`config.mk`:
```
export PLATFORM = sky130hd
export DESIGN_NAME = ahfp_cordic_post
export DESIGN_NICKNAME = d
export VERILOG_FILES = /design/src/rtl/ahfp_cordic_post.sv
export SDC_FILE = /design/constraint.sdc
export NUM_CORES = 1
export LEC_CHECK = 0
export CAP_MARGIN = 20
export CORE_ASPECT_RATIO = 0.7
export CORE_MARGIN = 4
export CORE_UTILIZATION = 40
export CTS_CLUSTER_DIAMETER = 80
export DETAILED_ROUTE_END_ITERATION = 6
export SYNTH_ARGS = -nofsm -noshare
export SYNTH_HDL_FRONTEND = slang
export SYNTH_SLANG_ARGS = --single-unit
```
`constraint.sdc`:
```
create_clock -name clk -period 3.2 [get_ports clk]
set_input_delay 0.64 -clock clk [delete_from_list [all_inputs] [get_ports clk]]
set_output_delay 0.64 -clock clk [all_outputs]
set_load 0.005 [all_outputs]
```
`src/rtl/ahfp_cordic_post.sv`:
```
// rtl/ahfp_cordic_post.sv - quadrant correction and credit-controlled output FIFO behind the fp32 CORDIC rotator
//
// Carries a {valid, quad} tag through a LAT-stage pipeline that never stalls,
// so each tag lines up with the rotator result for its angle. When the last
// tag is valid, the cos/sin pair is rotated by the tagged quadrant using sign
// flips and swaps only. Zero and denormal operands become +0. The corrected
// pair is then pushed into a DEPTH-entry FIFO.
//
// Ports:
//   clk        single clock, rising edge
//   rst_n      asynchronous active-low reset
//   in_valid   angle enters the rotator this cycle
//   in_quad    quadrant tag: 0 none, 1 +pi/2, 2 pi, 3 -pi/2
//   x_cos      rotator cos result (fp32), valid LAT cycles after issue
//   y_sin      rotator sin result (fp32), valid LAT cycles after issue
//   in_ready   a credit is free; upstream should issue only while high
//   out_valid  FIFO head valid
//   out_ready  consumer accepts head
//   out_cos    corrected cos (fp32) at FIFO head
//   out_sin    corrected sin (fp32) at FIFO head
//   overflow   sticky; a corrected pair was dropped because the FIFO was full
module ahfp_cordic_post #(
    parameter int LAT   = 10,
    parameter int DEPTH = 4
) (
    input  logic        clk,
    input  logic        rst_n,
    input  logic        in_valid,
    input  logic [1:0]  in_quad,
    input  logic [31:0] x_cos,
    input  logic [31:0] y_sin,
    output logic        in_ready,
    output logic        out_valid,
    input  logic        out_ready,
    output logic [31:0] out_cos,
    output logic [31:0] out_sin,
    output logic        overflow
);

    localparam int PW = (DEPTH > 1) ? $clog2(DEPTH) : 1;
    localparam int CW = $clog2(DEPTH + 1);
    localparam int IW = $clog2(LAT + 1);

    logic [LAT-1:0] tag_v;
    logic [1:0]     tag_q [LAT];

    logic           last_v;
    logic [1:0]     last_q;
    logic [31:0]    cor_c;
    logic [31:0]    cor_s;

    logic [63:0]    mem [DEPTH];
    logic [PW-1:0]  wr_ptr;
    logic [PW-1:0]  rd_ptr;
    logic [CW-1:0]  count;
    logic [IW-1:0]  inflight;

    logic           push;
    logic           pop;

    assign last_v = tag_v[LAT-1];
    assign last_q = tag_q[LAT-1];

    // Only the valid bits need reset; stale quad values are harmless.
    always_ff @(posedge clk or negedge rst_n) begin
        if (!rst_n) begin
            tag_v <= '0;
        end else begin
            tag_v[0] <= in_valid;
            for (int i = 1; i < LAT; i++) begin
                tag_v[i] <= tag_v[i-1];
            end
        end
    end

    always_ff @(posedge clk) begin
        tag_q[0] <= in_quad;
        for (int i = 1; i < LAT; i++) begin
            tag_q[i] <= tag_q[i-1];
        end
    end

    // Quadrant rotation by swap plus sign-bit toggles, then flush exponent-0
    // operands (zero of either sign, denormals) to +0.
    always_comb begin
        cor_c = x_cos;
        cor_s = y_sin;
        case (last_q)
            2'd1: begin
                cor_c = y_sin ^ 32'h8000_0000;
                cor_s = x_cos;
            end
            2'd2: begin
                cor_c = x_cos ^ 32'h8000_0000;
                cor_s = y_sin ^ 32'h8000_0000;
            end
            2'd3: begin
                cor_c = y_sin;
                cor_s = x_cos ^ 32'h8000_0000;
            end
            default: begin
                cor_c = x_cos;
                cor_s = y_sin;
            end
        endcase
        if (cor_c[30:23] == 8'd0) begin
            cor_c = 32'h0000_0000;
        end
        if (cor_s[30:23] == 8'd0) begin
            cor_s = 32'h0000_0000;
        end
    end

    assign out_valid = (count != '0);
    assign pop       = out_valid & out_ready;
    // A full FIFO still accepts the write when the head leaves in the same cycle.
    assign push      = last_v & ((count != CW'(DEPTH)) | pop);

    always_ff @(posedge clk) begin
        if (push) begin
            mem[wr_ptr] <= {cor_c, cor_s};
        end
    end

    always_ff @(posedge clk or negedge rst_n) begin
        if (!rst_n) begin
            wr_ptr   <= '0;
            rd_ptr   <= '0;
            count    <= '0;
            inflight <= '0;
            overflow <= 1'b0;
        end else begin
            if (push) begin
                wr_ptr <= wr_ptr + PW'(1);
            end
            if (pop) begin
                rd_ptr <= rd_ptr + PW'(1);
            end
            case ({push, pop})
                2'b10:   count <= count + CW'(1);
                2'b01:   count <= count - CW'(1);
                default: count <= count;
            endcase
            case ({in_valid, last_v})
                2'b10:   inflight <= inflight + IW'(1);
                2'b01:   inflight <= inflight - IW'(1);
                default: inflight <= inflight;
            endcase
            if (last_v && !push) begin
                overflow <= 1'b1;
            end
        end
    end

    // Credits cover both queued entries and results still inside the rotator.
    assign in_ready = (int'(count) + int'(inflight)) < DEPTH;

    // Head is gated by out_valid so the outputs read zero after reset
    // without clearing the storage array.
    assign out_cos = out_valid ? mem[rd_ptr][63:32] : 32'h0000_0000;
    assign out_sin = out_valid ? mem[rd_ptr][31:0]  : 32'h0000_0000;

endmodule

```
==> results.txt, run 1 <==
----------------------------------------------------
[Yosys]
  Mean post-synth cell area ... 18.9 sq um
  Number of enable flip-flop cells after synthesis ... 256
  Main synth FF type ... sky130_fd_sc_hd__edfxtp_1
  Area fraction of the dominant cell type after synthesis ... 0.614
  Sequential-to-total area share from yosys stat ... 0.690
  Cells after synthesis ... 662
  Number of warning messages in the yosys log ... 0
  Distinct cell type count after synthesis ... 46
  Dominant cell by count in the synthesized netlist ... sky130_fd_sc_hd__edfxtp_1
  Largest cells by area after synthesis ... sky130_fd_sc_hd__edfxtp_1 61%, sky130_fd_sc_hd__mux4_2 12%, sky130_fd_sc_hd__dfrtp_1 4.4%
  Top post-synthesis cells by count ... 256 x sky130_fd_sc_hd__edfxtp_1, 68 x sky130_fd_sc_hd__and2_1, 64 x sky130_fd_sc_hd__mux4_2, 47 x sky130_fd_sc_hd__mux2i_1, 40 x sky130_fd_sc_hd__nor3_2
  Mapped Area ... 12,500 sq um
  Synth Register Bits ... 298
  Net count after synthesis ... 743
  Async set-or-reset flop fraction in the synthesized netlist ... 0.0738
  Area leader, netlist ... sky130_fd_sc_hd__edfxtp_1

[STA]
  Clock Skew ... 0.0256 ns
  Time the worst path needs with I/O delays and setup ... 3.13 ns
  RSZ-0062 raised after global routing ... true
  Slew HR ... 0.504
  Final setup violation count ... 0
  Transition time of the tightest slew-check pin ... 0.738 ns
  Final Hold Viols ... 0
  Final critical-path share of the clock period ... 0.978
  Highest Clock Rate ... 319 MHz
  Worst hold margin ... 0.326 ns
  Final count of pins violating max slew ... 0

[Floorplanning]
  Die Span X ... 220 um
  Die height ... 156 um
  Floorplan Core Area ... 30,400 sq um
  Die Outline Area ... 34,300 sq um
  Ports ... 137
  Initial Util ... 0.412
  Number of placement rows ... 53

[GRT]
  Layer with the highest usage after global routing ... met2
  Via count of the first global-routing pass ... 7,077
  GR Util All Layers ... 0.167
  Global-route wire length before repair ... 43,600 um
  Met2 layer usage reported by global route ... 0.272
  Initial antenna violation count ... 3
  Pin count of the biggest net entering global routing ... 68
  Remaining Overflow, GRT ... 0
  Met1 GRT Util ... 0.237
  Global-route met3 utilization ... 0.0325

[Setup path]
  Maximum fanout count along the critical path ... 11
  Data arrival time of the critical path ... 2.49 ns
  Crit end category ... output port
  Crit-path slowest cell ... sky130_fd_sc_hd__mux4_2
  Critical Path, Cell by Cell ... buf_12, mux4_2, and2_4, clkdlybuf4s50_1
  WS Path Type ... register to output port
  Peak per-stage delay on the critical path ... 0.58 ns
  R2R setup slack ... 0.80 ns
  CP Data Required Time ... 2.56 ns
  Worst Setup Start Kind ... register

[Detailed routing]
  Routed Antenna Nets ... 0
  Total iterations of the first detailed-routing run ... 5
  Post-detailed-routing wire length ... 28,500 um
  Vias per Instance ... 5.21
  Initial drt markers ... 568
  Detailed-route via count ... 6,581
  DRC viols ... 0
  WL per Instance ... 22.6 um

[Cells and area]
  Fillcell total ... 2,395
  Fraction of layout instances using a drive strength above 1 ... 0.269
  Design Area, Final ... 15,800 sq um
  Area delta synth->final ... 26.5%
  Post-layout instance count excluding filler cells ... 1,264
  Final Net Count ... 907

[CTS]
  TritonCTS buffer count ... 29
  Clk slew on worst S/H paths ... 0.06 ns
  Clock net sink count ... 298
  Clock tree root buffer cell ... sky130_fd_sc_hd__clkbuf_16
  CTS tree ... done
  Maximum clock path buffer count ... 3
  Clk_lat worst skew ... 0.56 ns
  Number of hold buffers added after CTS ... 0
  Number of levels the H-tree was split into ... 1

[Min path]
  Kind of path behind the tightest hold check ... register to register

[Flow run]
  Maximum capacitance violations ... 0

[Run status]
  Result of the run ... finished, final reports clean

[Power]
  Areal power density over the cells ... 891 nW/um^2
  Overall power of the completed layout ... 14.1 mW
  Leakage dissipation ... 5.61 nW
  Worst supply voltage drop on vdd ... 0.000500 V

[Place]
  Number of I/O port buffers ... 136
  Dpl hpwl ... 18,800 um
  Final weighted congestion in routability-driven placement ... 0.824
  Instance area after placement ... 14,600 sq um
  Placed Cells ... 1,196

----------------------------------------------------
-- per-stage QoR --
stage | util | setup TNS [ns] | setup WS (ns)
2_1_floorplan | - | 0 | 0.0793
3_3_place_gp | 0.480 | 0 | 0.392
3_5_place_dp | 0.480 | 0 | 0.281
4_1_cts | 0.517 | 0 | 0.00787
5_1_grt | 0.521 | -0.0209 | -0.00563
6_report | 0.521 | 0 | 0.0692
-- layout by cell type, fill, tap and decap left out, types with 5 or more instances in the layout --
master / Yosys / routed
sky130_fd_sc_hd__edfxtp_1: 256 / 256
sky130_fd_sc_hd__clkdlybuf4s50_1: 0 / 128
sky130_fd_sc_hd__mux4_2: 64 / 64
sky130_fd_sc_hd__and2_1: 68 / 62
sky130_fd_sc_hd__mux2i_1: 47 / 47
sky130_fd_sc_hd__nor3_2: 40 / 40
sky130_fd_sc_hd__clkbuf_16: 0 / 33
sky130_fd_sc_hd__buf_12: 0 / 22
sky130_fd_sc_hd__dfxtp_1: 20 / 19
sky130_fd_sc_hd__dfrtp_1: 22 / 18
sky130_fd_sc_hd__mux2_2: 17 / 17
sky130_fd_sc_hd__inv_1: 11 / 11
sky130_fd_sc_hd__buf_4: 9 / 10
sky130_fd_sc_hd__ha_1: 9 / 9
sky130_fd_sc_hd__nor3_1: 8 / 8
sky130_fd_sc_hd__dlymetal6s2s_1: 0 / 8
sky130_fd_sc_hd__nand3_1: 5 / 5
sky130_fd_sc_hd__clkinv_2: 0 / 5
-- routing by layer --
metal / share of wire / wire [um]
met4: 0.017 / 489
met1: 0.45 / 12800
met3: 0.043 / 1220
met5: 0 / 0
met2: 0.49 / 14000
-- area by class of cell --
type                    instances  area, sq um  area share
repair buffers                172         2000       0.126
flip-flops and latches        298         8650       0.546
clock buffers                  39          878      0.0554
multi-input cells             314         3610       0.228
clock inverters                15          151     0.00955
inverters                      11         41.3     0.00261
well taps                     412          515      0.0325
diodes                          3         7.51    0.000474
-- kinds of logic after synthesis --
group / count (synthesis) / share of synthesized area
xor+xnor: 8 / 0.00559
compound gates: 18 / 0.0102
simple gates: 148 / 0.0905
buf+inv: 50 / 0.0233
mux: 129 / 0.169
flops: 298 / 0.690
fa+ha+maj: 11 / 0.0122
-- final timing paths --
| check | start | endpoint | cells after the start |
|---|---|---|---|
| min reg2reg | tag_q[2][1] | tag_q[3][1] | 0 |
| max in group asynchronous | rst_n | rd_ptr[0] | 2 |
| max | rd_ptr[0] | out_cos[13] | 4 |
| min in group asynchronous | rst_n | overflow | 1 |
| max reg2reg | tag_v[9] | inflight[3] | 5 |
| min | tag_q[2][1] | tag_q[3][1] | 0 |
-- state kept, by name, summed over array words and instances (netlist names) --
name / count
overflow: 1
inflight: 4
count: 3
wr_ptr: 2
tag_q: 20
rd_ptr: 2
tag_v: 10
mem: 256
-- power breakdown --
| group | switching [mW] | leakage (nW) | internal [mW] | total (mW) |
|---|---|---|---|---|
| combinational | 2.23 | 2.33 | 3.00 | 5.23 |
| clock | 1.45 | 0.513 | 2.11 | 3.56 |
| sequential | 0.265 | 2.77 | 5.07 | 5.33 |
-- what timing repair did --
action | 4_1_cts | 5_1_grt
gates resized for setup | 5 | 16
buffers inserted | 5 | 4
gates cloned | 1 | 0
pin swaps | 0 | 0
endpoints found under the setup margin | 64 | 65
-- critical path: cells and delay by family, from the launching register on --
family / cells / cell delay (ns)
flops: 1 / 0.54
simple gates: 1 / 0.19
mux: 1 / 0.58
buf+inv: 2 / 0.63
Power figures use the tool's default switching activity.
==> run 2: changes to the inputs <==
Settings changed: CORE_ASPECT_RATIO 0.7 to default.
==> run 2 against run 1 <==
Compared with the run above:
- maximum frequency grew 0.61%
- sequential cell count is the same
- count of clock-buffer cells in the layout shrank 1
- register-to-register slack lost 0.05 ns
- highest routed layer unchanged
==> results.txt, run 2 (synthesis results as in run 1) <==
----------------------------------------------------
[Floorplanning]
  Die Outline Area ... 34,200 sq um
  Ports ... 137
  Initial Util ... 0.407
  Floorplan Core Area ... 30,700 sq um
  Die height ... 185 um
  Number of placement rows ... 64
  Die Span X ... 185 um

[Setup path]
  Maximum fanout count along the critical path ... 20
  Critical Path, Cell by Cell ... buf_12, mux4_2, and2_1, clkdlybuf4s50_1
  Data arrival time of the critical path ... 2.47 ns
  Crit end category ... output port
  Worst Setup Start Kind ... register
  WS Path Type ... register to output port
  R2R setup slack ... 0.75 ns
  CP Data Required Time ... 2.56 ns
  Number of buffer and inverter stages on the critical path ... 2
  Peak per-stage delay on the critical path ... 0.53 ns
  Crit-path slowest cell ... sky130_fd_sc_hd__dfrtp_4
  Family of cells with the greatest summed delay on the critical path ... buffers and inverters

[Cells and area]
  Most common cell after layout, fill and taps aside ... sky130_fd_sc_hd__edfxtp_1
  Fraction of layout instances using a drive strength above 1 ... 0.249
  Area delta synth->final ... 24.5%
  Final Net Count ... 904
  Design Area, Final ... 15,600 sq um
  Largest register FFs ... 256
  Registers with the most flip-flops ... mem x256, tag_q x20, tag_v x10
  Count of antenna diodes in the layout ... 0
  Most flops, register ... mem
  Most used cells in the layout excluding fill and tap cells ... 256 x sky130_fd_sc_hd__edfxtp_1, 127 x sky130_fd_sc_hd__clkdlybuf4s50_1, 64 x sky130_fd_sc_hd__mux4_2, 64 x sky130_fd_sc_hd__and2_1, 47 x sky130_fd_sc_hd__mux2i_1

[STA]
  Final critical-path share of the clock period ... 0.972
  Slew HR ... 0.455
  Clock Skew ... 0.0207 ns
  Time the worst path needs with I/O delays and setup ... 3.11 ns
  Transition time of the tightest slew-check pin ... 0.815 ns
  Final Hold Viols ... 0
  Final count of pins violating max slew ... 0
  Highest Clock Rate ... 321 MHz
  Final-layout setup total negative slack ... 0 ns
  Final setup violation count ... 0
  RSZ-0062 raised after global routing ... false

[GRT]
  Remaining Overflow, GRT ... 0
  Pin count of the biggest net entering global routing ... 39
  Global-route wire length before repair ... 41,900 um
  Initial antenna violation count ... 0
  GR Util All Layers ... 0.159
  Via count of the first global-routing pass ... 7,148

[Min path]
  Kind of path behind the tightest hold check ... register to register

[Detailed routing]
  Initial drt markers ... 373
  Post-detailed-routing wire length ... 27,600 um
  Total iterations of the first detailed-routing run ... 4
  Detailed-route via count ... 6,555
  Routed Antenna Nets ... 0
  WL per Instance ... 22.2 um
  Vias per Instance ... 5.28
  DRC viols ... 0

[Run status]
  Result of the run ... finished, final reports clean

[CTS]
  Clock net sink count ... 298
  CTS tree ... done
  Maximum clock path buffer count ... 3
  Number of hold buffers added after CTS ... 0
  Number of levels the H-tree was split into ... 1
  Clock tree root buffer cell ... sky130_fd_sc_hd__clkbuf_16
  Clk slew on worst S/H paths ... 0.06 ns
  TritonCTS buffer count ... 30
  Clk_lat worst skew ... 0.55 ns

[Place]
  Final weighted congestion in routability-driven placement ... 0.757
  Instance area after placement ... 14,500 sq um
  Dpl hpwl ... 17,700 um
  Number of I/O port buffers ... 136

[Flow run]
  Maximum capacitance violations ... 0

[Power]
  Leakage dissipation ... 5.52 nW
  Worst supply voltage drop on vdd ... 0.000557 V
  Areal power density over the cells ... 885 nW/um^2

----------------------------------------------------
## run 2: layer usage
layer  vias up  global-route usage  part of all wire  wire length (um)
met5         -                   0                 0                 0
met4         0              0.0314             0.016               455
met3        39              0.0275             0.044              1200
met2       151               0.280              0.52             14200
met1      3430               0.209              0.42             11700
li1       2935                   -                 -                 -
## run 2: repair_timing
item	4_1_cts	5_1_grt
endpoints found under the setup margin	54	19
pin swaps	0	0
gates resized for setup	0	12
setup buffers	2	1
hold endpoints to repair	0	0
## run 2: path summary, 6_finish.rpt
check | end | startpoint | depth (start not counted)
min reg2reg | tag_q[9][0] | tag_q[8][0] | 0
max in group asynchronous | rd_ptr[1] | rst_n | 1
max | out_sin[2] | rd_ptr[0] | 4
max reg2reg | count[2] | count[0] | 6
min in group asynchronous | inflight[0] | rst_n | 1
min | tag_q[9][0] | tag_q[8][0] | 0
## run 2: layout make-up
| class | count | area, sq um |
|---|---|---|
| timing repair buffer | 168 | 1800 |
| fill | 2506 | 15200 |
| clock buffer | 38 | 802 |
| multi-input combinational | 314 | 3610 |
| clock inverter | 17 | 198 |
| sequential | 298 | 8650 |
| tap | 396 | 495 |
| inverter | 11 | 41.3 |
## run 2: report_power, final
part | internal (mW) | switching, mW
Sequential | 5.07 | 0.303
Clock | 2.16 | 1.38
Combinational | 2.79 | 2.09
Total | 10.0 | 3.78
## run 2: through the flow
step           worst slack (ns)  total power [mW]  hold slack [ns]  std cells  utilization
3_3_place_gp              0.392              10.3            0.312       1184        0.473
6_report                 0.0881              13.8            0.324       1242        0.507
5_1_grt                0.000880              14.5            0.325       1242        0.507
3_5_place_dp              0.258              10.4            0.312       1184        0.473
2_1_floorplan            0.0793              7.90            0.310        662            -
4_1_cts                  0.0175              14.0            0.324       1241        0.506
